==> config.mk <==
export PLATFORM = sky130hd
export DESIGN_NAME = llc_bus_sequencer
export DESIGN_NICKNAME = d
export VERILOG_FILES = /design/src/rtl/llc_bus_sequencer_pkg.sv /design/src/rtl/llc_bus_sequencer_bus_rr_arbiter.sv /design/src/rtl/llc_bus_sequencer.sv
export SDC_FILE = /design/constraint.sdc
export NUM_CORES = 1
export LEC_CHECK = 0
export CAP_MARGIN = 20
export CORE_MARGIN = 10
export CORE_UTILIZATION = 46
export DETAILED_ROUTE_END_ITERATION = 12
export GPL_ROUTABILITY_DRIVEN = 1
export GPL_TIMING_DRIVEN = 1
export PLACE_DENSITY = 0.91
export SLEW_MARGIN = 25
export SYNTH_ARGS = -nofsm -noshare
export SYNTH_HDL_FRONTEND = slang
export SYNTH_SLANG_ARGS = --single-unit
==> constraint.sdc <==
create_clock -name clk -period 4.9 [get_ports clk]
set_clock_uncertainty 0.15 [all_clocks]
set_input_delay 0.735 -clock clk [delete_from_list [all_inputs] [get_ports clk]]
set_output_delay 0.735 -clock clk [all_outputs]
set_load 0.01 [all_outputs]
==> src/rtl/llc_bus_sequencer_pkg.sv <==
// rtl/llc_bus_sequencer_pkg.sv - shared bus operation, snoop and sequencer state types
package llc_bus_sequencer_pkg;

   typedef enum logic [2:0] {
      BUS_NOP        = 3'b000,
      BUS_READ       = 3'b001,
      BUS_WRITE      = 3'b010,
      BUS_INVALIDATE = 3'b011,
      BUS_RWIM       = 3'b100
   } bus_operation_e;

   typedef enum logic [1:0] {
      SNOOP_NOHIT = 2'b00,
      SNOOP_HIT   = 2'b01,
      SNOOP_HITM  = 2'b10
   } snoop_result_e;

   // Encoding 2'b11 is not a defined snoop response.
   localparam logic [1:0] SNOOP_RESERVED = 2'b11;

   typedef enum logic [1:0] {
      SEQ_IDLE       = 2'd0,
      SEQ_ISSUE      = 2'd1,
      SEQ_WAIT_SNOOP = 2'd2,
      SEQ_RESP       = 2'd3
   } bus_seq_state_e;

   // Only READ, WRITE, INVALIDATE and RWIM may be placed on the bus.
   function automatic logic is_legal_busop(input logic [2:0] op);
      return (op >= 3'b001) && (op <= 3'b100);
   endfunction

endpackage

==> src/rtl/llc_bus_sequencer_bus_rr_arbiter.sv <==
// rtl/llc_bus_sequencer_bus_rr_arbiter.sv - round-robin pick starting at a pointer
module llc_bus_sequencer_bus_rr_arbiter #(
   parameter int NUM_REQ = 4
) (
   input  logic [NUM_REQ-1:0]         req_i,
   input  logic [$clog2(NUM_REQ)-1:0] ptr_i,
   output logic [NUM_REQ-1:0]         grant_o,
   output logic [$clog2(NUM_REQ)-1:0] idx_o,
   output logic                       any_o
);

   localparam int IDW = $clog2(NUM_REQ);

   logic [IDW-1:0] cand;

   // First requester at or after ptr_i, wrapping; earlier hits block later ones.
   always_comb begin
      grant_o = '0;
      idx_o   = '0;
      any_o   = 1'b0;
      cand    = '0;
      for (int k = 0; k < NUM_REQ; k++) begin
         cand = IDW'((int'(ptr_i) + k) % NUM_REQ);
         if (!any_o && req_i[cand]) begin
            any_o         = 1'b1;
            grant_o[cand] = 1'b1;
            idx_o         = cand;
         end
      end
   end

endmodule

==> src/rtl/llc_bus_sequencer.sv <==
// rtl/llc_bus_sequencer.sv - sequences LLC bus operations from several requesters
module llc_bus_sequencer
   import llc_bus_sequencer_pkg::*;
#(
   parameter int          NUM_REQ       = 4,
   parameter logic [3:0]  CACHE_ID      = 4'h0,
   parameter int          SNOOP_TIMEOUT = 15,
   parameter int          CNT_W         = 32
) (
   input  logic                       clk,
   input  logic                       rst_n,
   input  logic [NUM_REQ-1:0]         req_valid,
   output logic [NUM_REQ-1:0]         req_ready,
   input  logic [3*NUM_REQ-1:0]       req_op,
   input  logic [32*NUM_REQ-1:0]      req_addr,
   output logic                       bus_valid,
   input  logic                       bus_ready,
   output logic [2:0]                 bus_op,
   output logic [31:0]                bus_addr,
   output logic [3:0]                 bus_cache_id,
   input  logic                       snoop_valid,
   input  logic [1:0]                 snoop_result,
   output logic                       rsp_valid,
   output logic [$clog2(NUM_REQ)-1:0] rsp_id,
   output logic [1:0]                 rsp_result,
   output logic                       rsp_err,
   output logic                       busy,
   output logic [CNT_W-1:0]           rd_count,
   output logic [CNT_W-1:0]           wr_count
);

   localparam int IDW = $clog2(NUM_REQ);

   localparam logic [1:0] S_IDLE  = SEQ_IDLE;
   localparam logic [1:0] S_ISSUE = SEQ_ISSUE;
   localparam logic [1:0] S_WAIT  = SEQ_WAIT_SNOOP;
   localparam logic [1:0] S_RESP  = SEQ_RESP;

   logic [1:0]       state_q, state_d;
   logic [2:0]       op_q, op_d;
   logic [31:0]      addr_q, addr_d;
   logic [IDW-1:0]   id_q, id_d;
   logic [IDW-1:0]   ptr_q, ptr_d;
   logic [7:0]       tmo_q, tmo_d;
   logic [1:0]       res_q, res_d;
   logic             err_q, err_d;
   logic [CNT_W-1:0] rd_q, rd_d;
   logic [CNT_W-1:0] wr_q, wr_d;

   logic [NUM_REQ-1:0] grant;
   logic [IDW-1:0]     gnt_idx;
   logic               gnt_any;
   logic [2:0]         sel_op;
   logic [31:0]        sel_addr;
   logic [7:0]         tmo_inc;

   llc_bus_sequencer_bus_rr_arbiter #(.NUM_REQ(NUM_REQ)) u_arb (
      .req_i   (req_valid),
      .ptr_i   (ptr_q),
      .grant_o (grant),
      .idx_o   (gnt_idx),
      .any_o   (gnt_any)
   );

   // Pull the granted requester's op and address out of the flattened buses.
   always_comb begin
      sel_op   = '0;
      sel_addr = '0;
      for (int k = 0; k < NUM_REQ; k++) begin
         if (gnt_idx == IDW'(k)) begin
            sel_op   = req_op[3*k +: 3];
            sel_addr = req_addr[32*k +: 32];
         end
      end
   end

   assign tmo_inc = tmo_q + 8'd1;

   // Next-state logic: accept, issue, wait for snoop, report.
   always_comb begin
      state_d = state_q;
      op_d    = op_q;
      addr_d  = addr_q;
      id_d    = id_q;
      ptr_d   = ptr_q;
      tmo_d   = tmo_q;
      res_d   = res_q;
      err_d   = err_q;
      rd_d    = rd_q;
      wr_d    = wr_q;
      case (state_q)
         S_IDLE: begin
            if (gnt_any) begin
               op_d   = sel_op;
               addr_d = sel_addr;
               id_d   = gnt_idx;
               ptr_d  = (gnt_idx == IDW'(NUM_REQ - 1)) ? '0 : gnt_idx + 1'b1;
               if (is_legal_busop(sel_op)) begin
                  state_d = S_ISSUE;
               end else begin
                  state_d = S_RESP;
                  res_d   = SNOOP_NOHIT;
                  err_d   = 1'b1;
               end
            end
         end
         S_ISSUE: begin
            if (bus_ready) begin
               state_d = S_WAIT;
               tmo_d   = '0;
               if (op_q == BUS_READ || op_q == BUS_RWIM) begin
                  rd_d = (&rd_q) ? rd_q : rd_q + 1'b1;
               end else if (op_q == BUS_WRITE) begin
                  wr_d = (&wr_q) ? wr_q : wr_q + 1'b1;
               end
            end
         end
         S_WAIT: begin
            tmo_d = tmo_inc;
            if (snoop_valid) begin
               state_d = S_RESP;
               if (snoop_result == SNOOP_RESERVED) begin
                  res_d = SNOOP_NOHIT;
                  err_d = 1'b1;
               end else begin
                  res_d = snoop_result;
                  err_d = 1'b0;
               end
            end else if (tmo_inc == 8'(SNOOP_TIMEOUT)) begin
               state_d = S_RESP;
               res_d   = SNOOP_NOHIT;
               err_d   = 1'b1;
            end
         end
         default: state_d = S_IDLE;
      endcase
   end

   // State registers; reset abandons any transaction in flight.
   always_ff @(posedge clk or negedge rst_n) begin
      if (!rst_n) begin
         state_q <= S_IDLE;
         op_q    <= '0;
         addr_q  <= '0;
         id_q    <= '0;
         ptr_q   <= '0;
         tmo_q   <= '0;
         res_q   <= SNOOP_NOHIT;
         err_q   <= 1'b0;
         rd_q    <= '0;
         wr_q    <= '0;
      end else begin
         state_q <= state_d;
         op_q    <= op_d;
         addr_q  <= addr_d;
         id_q    <= id_d;
         ptr_q   <= ptr_d;
         tmo_q   <= tmo_d;
         res_q   <= res_d;
         err_q   <= err_d;
         rd_q    <= rd_d;
         wr_q    <= wr_d;
      end
   end

   assign req_ready    = (state_q == S_IDLE) ? grant : '0;
   assign bus_valid    = (state_q == S_ISSUE);
   assign bus_op       = bus_valid ? op_q : 3'b000;
   assign bus_addr     = bus_valid ? addr_q : 32'h0;
   assign bus_cache_id = CACHE_ID;
   assign rsp_valid    = (state_q == S_RESP);
   assign rsp_id       = rsp_valid ? id_q : '0;
   assign rsp_result   = rsp_valid ? res_q : SNOOP_NOHIT;
   assign rsp_err      = rsp_valid & err_q;
   assign busy         = (state_q != S_IDLE);
   assign rd_count     = rd_q;
   assign wr_count     = wr_q;

endmodule

Yosys cells after proc, flatten, opt, wreduce, memory -nomap -nowiden
Index checks and enable logic that the tools add are counted.
Operators by class
  add/subtract/negate cells: 7
  order comparisons: 10
  equality and inequality tests: 15
  mux-type cells: 62
  bitwise logic cells: 7
  reductions and logical operators: 25
Operator list (number)
  two-way mux 32 bit: 5
  adder 32 x 1 -> 32 bit (second input constant): 2
  AND reduction 32 bit: 2
  two-way mux 2 bit: 17
  two-way mux 4 bit: 5
  two-way mux 1 bit: 17
  one-hot mux 8 bit (2 select lines): 1
  two-way mux 3 bit: 5
  less-than comparator 2 x 3 -> 1 bit (second input constant): 4
  bitwise OR 4 bit: 3
  equality test 2 bit (second input constant): 5
  adder 8 x 1 -> 8 bit (second input constant): 1
  binary-select mux 1 bit (select 2 bit): 4
  demux 1 bit (select 2 bit): 4
  equality test 8 x 4 -> 1 bit (second input constant): 1
  >= comparator 2 x 1 -> 1 bit (second input constant): 4
  logical AND 1 bit: 8
  two-way mux 8 bit: 1
  AND reduction 4 bit: 2
  one-hot mux 2 bit (3 select lines): 1
  nonzero test 2 bit: 3
  AND reduction 5 bit: 1
  adder 2 x 1 -> 2 bit (second input constant): 2
  adder 2 bit (second input constant): 2
  18 further kinds: 26
Storage, ports and cells
  bits in registers: 116
  bits of input ports: 150

Logic depth before layout (Yosys ltp)
Gate-level depths: netlist of run 1.
  word-level depth: 22
  mapped depth: 17
  depth with buffers taken out: 15

Hierarchy
From an unflattened synthesis of run 1, not the netlist that was laid out.
Unflattened totals
  cell total of the unflattened synthesis: 766
  area, all modules: 6991.7 um^2
Modules (own cells, without submodules)
  llc_bus_sequencer: times used 1, cells an instance 721, area each 6570.1 um^2, seq. area each 2902.8 um^2
  llc_bus_sequencer_bus_rr_arbiter: times used 1, cells an instance 45, area each 421.7 um^2, seq. area each 0.0 um^2

Worst setup path before layout of run 1
OpenSTA, ideal clock, no wires.
  path type: register -> register
  from: register ptr_q[0]
  to: register res_q[0]
  setup time: 0.122 ns
  arrival: 3.927 ns
  data required time: 4.628 ns
  setup slack: 0.701 ns
  stages on the path, launching flop included: 17
  period minus slack after synthesis: 4.199 ns
  path through: dfrtp_1 buf_2 inv_1 ha_1 mux4_2 o21ai_0 a21oi_1 o21ai_0 inv_1 ha_1 clkbuf_1 or3b_2 o221ai_1 o21ai_0 mux2i_1 nand4_1 a32o_1
On the way
  cells in the longest elaborated chain, start to end: 21
  elaborated cells on any way between the ends: 39
Ends and longest elaborated chain
  start, declared: RTL line llc_bus_sequencer.sv:43  | logic [IDW-1:0] ptr_q, ptr_d;
  start signal, assigned: RTL line llc_bus_sequencer.sv:157  | ptr_q <= ptr_d;
  branches (longest 11 deep; another with adder 2 x 1 -> 2 bit)
  two-way mux 2 bit *: RTL line llc_bus_sequencer_bus_rr_arbiter.sv:24  | if (!any_o && req_i[cand]) begin
  named net gnt_idx[1]: RTL line llc_bus_sequencer.sv:51  | logic [IDW-1:0] gnt_idx;
  logical NOT 2 bit: RTL line llc_bus_sequencer.sv:70  | if (gnt_idx == IDW'(k)) begin
  two-way mux 3 bit (3 in series): RTL line llc_bus_sequencer.sv:70
  two-way mux 3 bit *: RTL line llc_bus_sequencer.sv:70
  >= comparator 3 x 1 -> 1 bit or <= comparator 3 bit (tied branches): RTL line llc_bus_sequencer_pkg.sv:30  | return (op >= 3'b001) && (op <= 3'b100);
  logical AND 1 bit *: RTL line llc_bus_sequencer_pkg.sv:30
  inequality test 2 bit (no source line) *
  AND reduction 4 bit (no source line) *
  end signal, assigned: RTL line llc_bus_sequencer.sv:159  | res_q <= res_d;
  end, declared: RTL line llc_bus_sequencer.sv:45  | logic [1:0] res_q, res_d;
Mark *: on every way through the listed nets, which the timed path passes. The select of a mux whose other input is x is not followed.
A chain may end at the register's enable or synchronous reset.

Final worst setup path of run 1
  from: register ptr_q[1]
  to: register res_q[1]
The elaborated chain is that of the path after synthesis.

==> results of run 1 <==
-- synthesized netlist by cell type (24+ instances only) --
cell	number
sky130_fd_sc_hd__clkbuf_1	32
sky130_fd_sc_hd__nor2_1	65
sky130_fd_sc_hd__dfrtp_1	116
sky130_fd_sc_hd__nand4_1	24
sky130_fd_sc_hd__a21oi_1	101
sky130_fd_sc_hd__xnor2_1	39
sky130_fd_sc_hd__nand3b_1	34
sky130_fd_sc_hd__o21ai_0	46
sky130_fd_sc_hd__and2_1	49
sky130_fd_sc_hd__nand2_1	112
sky130_fd_sc_hd__xor2_1	24
sky130_fd_sc_hd__nand3_1	30
-- critical path, delay by kind of cell (launching register included) --
family,cells,cell delay (ns)
DFF,1,0.57
muxes,2,0.86
adders and majority gates,2,0.65
AOI/OAI and AO/OA,6,1.32
buffers and inverters,2,0.29
and+or+nand+nor,2,0.62
-- registers in the layout, indices dropped and copies added (netlist names) --
name,count
addr_q,32
ptr_q,2
tmo_q,8
err_q,1
rd_count,32
state_q,2
id_q,2
res_q,2
op_q,3
wr_count,32
-- cells by family after synthesis --
| kind of cell | synth area share [%] |
|---|---|
| AO/OA/AOI/OAI | 14.6 |
| XOR/XNOR | 7.62 |
| adder cells (fa/ha/maj) | 3.46 |
| buffers and inverters | 3.84 |
| flip-flops | 40.1 |
| multiplexers | 2.75 |
| other | 0.0518 |
| AND/OR/NAND/NOR | 27.6 |
-- metal layers --
layer | up-vias | share of wire (%)
met5 | - | 0
met4 | 0 | 1.2
met3 | 24 | 10
met2 | 331 | 50
met1 | 3293 | 38
li1 | 3420 | -
-- per-stage QoR --
| step | total power [mW] | worst slack, ns | hold WS, ns | instances | utilization (%) |
|---|---|---|---|---|---|
| floorplan | 3.67 | 0.701 | 0.289 | 842 | - |
| global placement | 4.49 | 0.471 | 0.303 | 1274 | 65.1 |
| detailed placement | 4.59 | 0.237 | 0.313 | 1274 | 65.1 |
| CTS | 5.98 | 0.331 | 0.325 | 1306 | 69.4 |
| global route | 6.45 | 0.112 | 0.269 | 1306 | 69.4 |
| finish | 5.95 | 0.325 | 0.218 | 1306 | 69.4 |
-- report_power, final --
part | internal [mW] | switching, mW
combinational | 1.37 | 1.91
sequential | 1.16 | 0.147
clock | 0.916 | 0.447
total | 3.44 | 2.50
-- how the worst min path moves through the flow --
stage / slack [ns] / cells past startpoint / end
4_1_cts: 0.33 / 2 / addr_q[23]$_DFFE_PN0P_
3_3_place_gp: 0.30 / 2 / addr_q[6]$_DFFE_PN0P_
3_5_place_dp: 0.31 / 2 / addr_q[23]$_DFFE_PN0P_
2_1_floorplan: 0.29 / 0 / addr_q[0]$_DFFE_PN0P_
5_1_grt: 0.27 / 1 / wr_count[25]$_DFFE_PN0P_
6_report: 0.22 / 1 / wr_count[27]$_DFFE_PN0P_
-- final cells by class --
type,count,area [sq um]
fillers,1185,4680
multi-input cells,661,4090
flip-flops and latches,116,2900
repair buffers,268,2660
clock buffers,20,447
well taps,211,264
clock inverters,12,203
inverters,18,67.6
==> qor.yml, run 1 <==
sta:
  fin_tns_setup_ns: 0
  fin_crit_sh_pct: 93.4
  finalMaxSlewViolations: 0
  setup_viol: 0
  min_period_ns: 4.58
  slew_headroom_pct: 51.3
  grt_setup_unrepaired: "no"
  timing.fmax_ghz: 0.219
  worstMarginPinSlew_ns: 0.730
  endpoints_failing_hold: 0
synthesis:
  ys.warnings.count: 0
  synth-async-reset-ratio_pct: 100
  netlist-cell-type-count: 59
  seq_area_frac_synth_pct: 40.1
  ys_ff_latch: 116
  synth.avg_cell_area_sq_um: 8.63
  synth_area_leader_cell: "sky130_fd_sc_hd__dfrtp_1"
  post_synth_main_area_contributors: "sky130_fd_sc_hd__dfrtp_1, sky130_fd_sc_hd__a21oi_1, sky130_fd_sc_hd__nand2_1, sky130_fd_sc_hd__xnor2_1, sky130_fd_sc_hd__and2_1"
  synth_top_area_share_pct: 40.1
  netlist_area_pre_place_sq_um: 7240
  synthesized_netlist_cell_count: 839
  synth_enable_flop_cells: 0
  synth_flop_cell: "sky130_fd_sc_hd__dfrtp_1"
floorplan:
  die-area_sq_um: 21200
  initial_core_util_pct: 47.3
  core-area_sq_um: 15300
  io_pins: 265
  die_h_microns: 145
  placementRows: 45
  die_width_microns: 145
pwr:
  pwr_density_cell_nw_per_um2: 559
  p_leak_nw: 4.42
  vdd_drop_max_mv: 0.504
clock_network:
  cts_buffers: 17
  post_cts.resized_instances: 0
  cts_htree_levels: 4
  clock-sinks: 116
  cts-root-to-sink-buffers: 2
  post-cts-setup-buffer-count: 0
  cts_tree: "yes"
  clkTransAtPathRegs_ns: 0.06
  worst_skew_pair.late_latency_ns: 0.42
  cts_hold_buffers: 0
  ctsRootBufferMaster: "sky130_fd_sc_hd__clkbuf_16"
drt:
  firstDrtPassIters: 6
  wl_per_cell_microns: 17.6
  drt.antenna.violating_nets: 0
  drcViolationCount: 0
  drtIter0Drc: 570
  detail_route.wirelength_mm: 23.0
  viasPerCell: 5.41
  vias: 7068
global_routing:
  global_route_wire_length_before_repair_mm: 37.0
  globalRouteTotalUtil_pct: 21.1
  overflow: 0
  globalRouteMet1Util_pct: 23.5
  busiest_layer: "met2"
  via_count_of_the_first_global_routing_pass: 7018
  global_route.usage.met2_pct: 36.6
  met3_layer_usage_reported_by_global_route_pct: 8.54
  antenna_found_initial: 0
  grt_max_degree: 84
critical_path:
  arrival_ns: 4.72
  regToRegEndpoint: "res_q[1]$_DFFE_PN0P_"
  worst-endpoint-required_ns: 5.05
  critical_path.max_stage_delay_ns: 0.65
  reg2reg_slack_ns: 0.32
  reg2regPathDepth: 14
  slowest_stage: "sky130_fd_sc_hd__mux4_2"
  timing.rr.start: "ptr_q[1]$_DFFE_PN0P_"
  critPathLaunchType: "register"
  critical_path.most_common_cell: "sky130_fd_sc_hd__o21ai_0"
  timing.critical_path.cells: "inv_1 > ha_1 > mux4_2 > o21ai_0 > a21oi_1 > o21ai_0 > inv_1 > ha_2 > or3b_2 > o221ai_1 > o21ai_0 > mux2i_1 > nand4_1 > a32o_1"
  origin_of_the_worst_setup_path: "ptr_q[1]$_DFFE_PN0P_"
  crit_end: "res_q[1]$_DFFE_PN0P_"
  crit_path_end_kind: "register"
  worst_path_maximum_fanout: 11
  worst-setup-path-type: "register to register"
status:
  outcome: "completed"
layout:
  ant_diodes: 0
  design_area_sq_um: 10600
  layout_commonest_cell: "sky130_fd_sc_hd__clkdlybuf4s50_1"
  highest_count_cells_in_the_layout_ignoring_fill_and_taps: "sky130_fd_sc_hd__clkdlybuf4s50_1, sky130_fd_sc_hd__dfrtp_1, sky130_fd_sc_hd__nand2_1, sky130_fd_sc_hd__a21oi_1, sky130_fd_sc_hd__nor2_1"
  post_route_cells_drive_above_1_share_pct: 6.30
  area_growth_syn_to_layout_pct: 46.9
  layout.nets: 1252
min_path:
  min_path_type: "input port to asynchronous set/reset pin"
placed_design:
  placed_area_sq_um: 9970
  hpwl_mm: 17.6
  portBuffers: 260
  finalWeightedCongestion: 0.879
run:
  max-cap-violations: 0
Note: power is estimated with default switching activity, not from simulation.
==> run 2: changes to the inputs <==
Settings changed: CORE_MARGIN 10 to 3.
==> qor.yml, run 2 (synthesis results as in run 1) <==
floorplan:
  placementRows: 45
  die-area_sq_um: 17300
  initial_core_util_pct: 47.3
  core-area_sq_um: 15300
  die_h_microns: 131
  io_pins: 265
  die_width_microns: 131
critical_path:
  reg2reg_slack_ns: 0.49
  worst_path_maximum_fanout: 11
  regToRegEndpoint: "res_q[1]$_DFFE_PN0P_"
  arrival_ns: 4.55
  crit_path_end_kind: "register"
  critPathLaunchType: "register"
  worst-endpoint-required_ns: 5.05
  timing.rr.start: "ptr_q[1]$_DFFE_PN0P_"
  worst-setup-path-type: "register to register"
  reg2regPathDepth: 14
layout:
  area_growth_syn_to_layout_pct: 46.7
  multi_input_area_sq_um: 4080
  highest_count_cells_in_the_layout_ignoring_fill_and_taps: "sky130_fd_sc_hd__clkdlybuf4s50_1, sky130_fd_sc_hd__dfrtp_1, sky130_fd_sc_hd__nand2_1, sky130_fd_sc_hd__a21oi_1, sky130_fd_sc_hd__nor2_1"
  final-seq-area_sq_um: 2900
  layout_commonest_cell: "sky130_fd_sc_hd__clkdlybuf4s50_1"
  layout.filler_cells: 1206
  layout.nets: 1253
  post_route_cells_drive_above_1_share_pct: 6.39
drt:
  firstDrtPassIters: 5
  viasPerCell: 5.49
  drt.antenna.violating_nets: 0
  top_routing_layer_in_use: "met4"
  drtIter0Drc: 385
  wl_met2_mm: 10.8
  drcViolationCount: 0
  wl_per_cell_microns: 16.4
  detail_route.wirelength_mm: 21.4
  vias: 7187
  met1_length_mm: 8.59
  met3_wirelength_from_detailed_routing_mm: 1.56
pwr:
  pwr_density_cell_nw_per_um2: 554
  p_leak_nw: 4.42
  vdd_drop_max_mv: 0.414
placed_design:
  preCtsSetupSlack_ns: 0.275
  hpwl_mm: 15.6
  portBuffers: 260
  finalWeightedCongestion: 0.859
sta:
  slew_headroom_pct: 57.0
  fin_crit_sh_pct: 90.0
  fin_tns_setup_ns: 0
  endpoints_failing_hold: 0
  worstMarginPinSlew_ns: 0.644
  min_period_ns: 4.41
  finalMaxSlewViolations: 0
  timing.final.ws_setup_ns: 0.492
  grt_setup_unrepaired: "no"
  setup_viol: 0
  timing.fmax_ghz: 0.227
clock_network:
  worst_skew_pair.late_latency_ns: 0.41
  post-cts-setup-buffer-count: 0
  cts_buffers: 17
  cts_hold_buffers: 0
  cts_tree: "yes"
  clock-sinks: 116
  cts-root-to-sink-buffers: 2
  clkTransAtPathRegs_ns: 0.06
  cts_htree_levels: 4
  ctsRootBufferMaster: "sky130_fd_sc_hd__clkbuf_16"
global_routing:
  globalRouteTotalUtil_pct: 24.2
  global_route_wire_length_before_repair_mm: 34.5
  overflow: 0
  antenna_found_initial: 2
  via_count_of_the_first_global_routing_pass: 6896
  grt_max_degree: 66
min_path:
  min_path_type: "input port to asynchronous set/reset pin"
run:
  max-cap-violations: 0
status:
  outcome: "completed"
==> run 2: where the power goes <==
part	total, mW	internal (mW)	switching (mW)
combinational	3.29	1.38	1.91
sequential	1.31	1.16	0.150
clock	1.28	0.842	0.440
==> run 2: how the worst max path moves through the flow <==
stage	start	end	slack (ns)	cells after the start
after detailed placement	req_valid[3]	res_q[0]$_DFFE_PN0P_	0.27	13
after global routing	ptr_q[1]$_DFFE_PN0P_	res_q[0]$_DFFE_PN0P_	0.1	14
after CTS	ptr_q[1]$_DFFE_PN0P_	res_q[1]$_DFFE_PN0P_	0.40	14
after floorplan	ptr_q[0]$_DFFE_PN0P_	res_q[0]$_DFFE_PN0P_	0.70	16
after global placement	req_valid[2]	res_q[0]$_DFFE_PN0P_	0.48	14
final	ptr_q[1]$_DFFE_PN0P_	res_q[1]$_DFFE_PN0P_	0.49	14
==> run 2: critical path: stages (launching register included) <==
cell and delay (ns):
sky130_fd_sc_hd__dfrtp_2 0.47, sky130_fd_sc_hd__inv_1 0.13, sky130_fd_sc_hd__ha_1 0.40, sky130_fd_sc_hd__mux4_2 0.64
sky130_fd_sc_hd__nor3_1 0.30, sky130_fd_sc_hd__and2_1 0.26, sky130_fd_sc_hd__o21ai_0 0.22, sky130_fd_sc_hd__inv_1 0.14
sky130_fd_sc_hd__ha_2 0.22, sky130_fd_sc_hd__or3b_2 0.44, sky130_fd_sc_hd__o221ai_1 0.10, sky130_fd_sc_hd__o21ai_0 0.21
sky130_fd_sc_hd__mux2i_1 0.22, sky130_fd_sc_hd__nand4_1 0.16, sky130_fd_sc_hd__a32o_1 0.24
==> run 2: routing by layer <==
| metal | vias to the layer above | GRT usage (%) |
|---|---|---|
| met1 | 3382 | 28.7 |
| li1 | 3438 | - |
| met2 | 321 | 42.1 |
| met3 | 46 | 6.55 |
| met4 | 0 | 8.98 |
| met5 | - | 0 |
==> run 2: timing repair <==
| action | in CTS | in global routing |
|---|---|---|
| endpoints found under the hold margin | 0 | 0 |
| gates resized for setup | 0 | 1 |
| endpoints found under the setup margin | 0 | 2 |
==> run 2: through the flow <==
| step | std cells | power, mW | util [%] | hold slack (ns) | area (sq um) |
|---|---|---|---|---|---|
| after floorplan | 842 | 3.67 | - | 0.289 | 7250 |
| after global placement | 1275 | 4.50 | 65.3 | 0.303 | 9990 |
| after CTS | 1307 | 5.92 | 69.3 | 0.142 | 10600 |
| after global routing | 1309 | 6.38 | 69.3 | 0.170 | 10600 |
| after detailed placement | 1275 | 4.61 | 65.3 | 0.312 | 9990 |
| final | 1309 | 5.88 | 69.3 | 0.144 | 10600 |
==> run 2: layout make-up <==
| cell class | instances | share of cell area, % |
|---|---|---|
| Multi-Input combinational cell | 661 | 38.4 |
| Antenna cell | 2 | 0.0471 |
| Clock buffer | 21 | 4.43 |
| Tap cell | 211 | 2.49 |
| Inverter | 18 | 0.636 |
| Clock inverter | 11 | 1.40 |
| Timing Repair Buffer | 269 | 25.2 |
| Sequential cell | 116 | 27.3 |
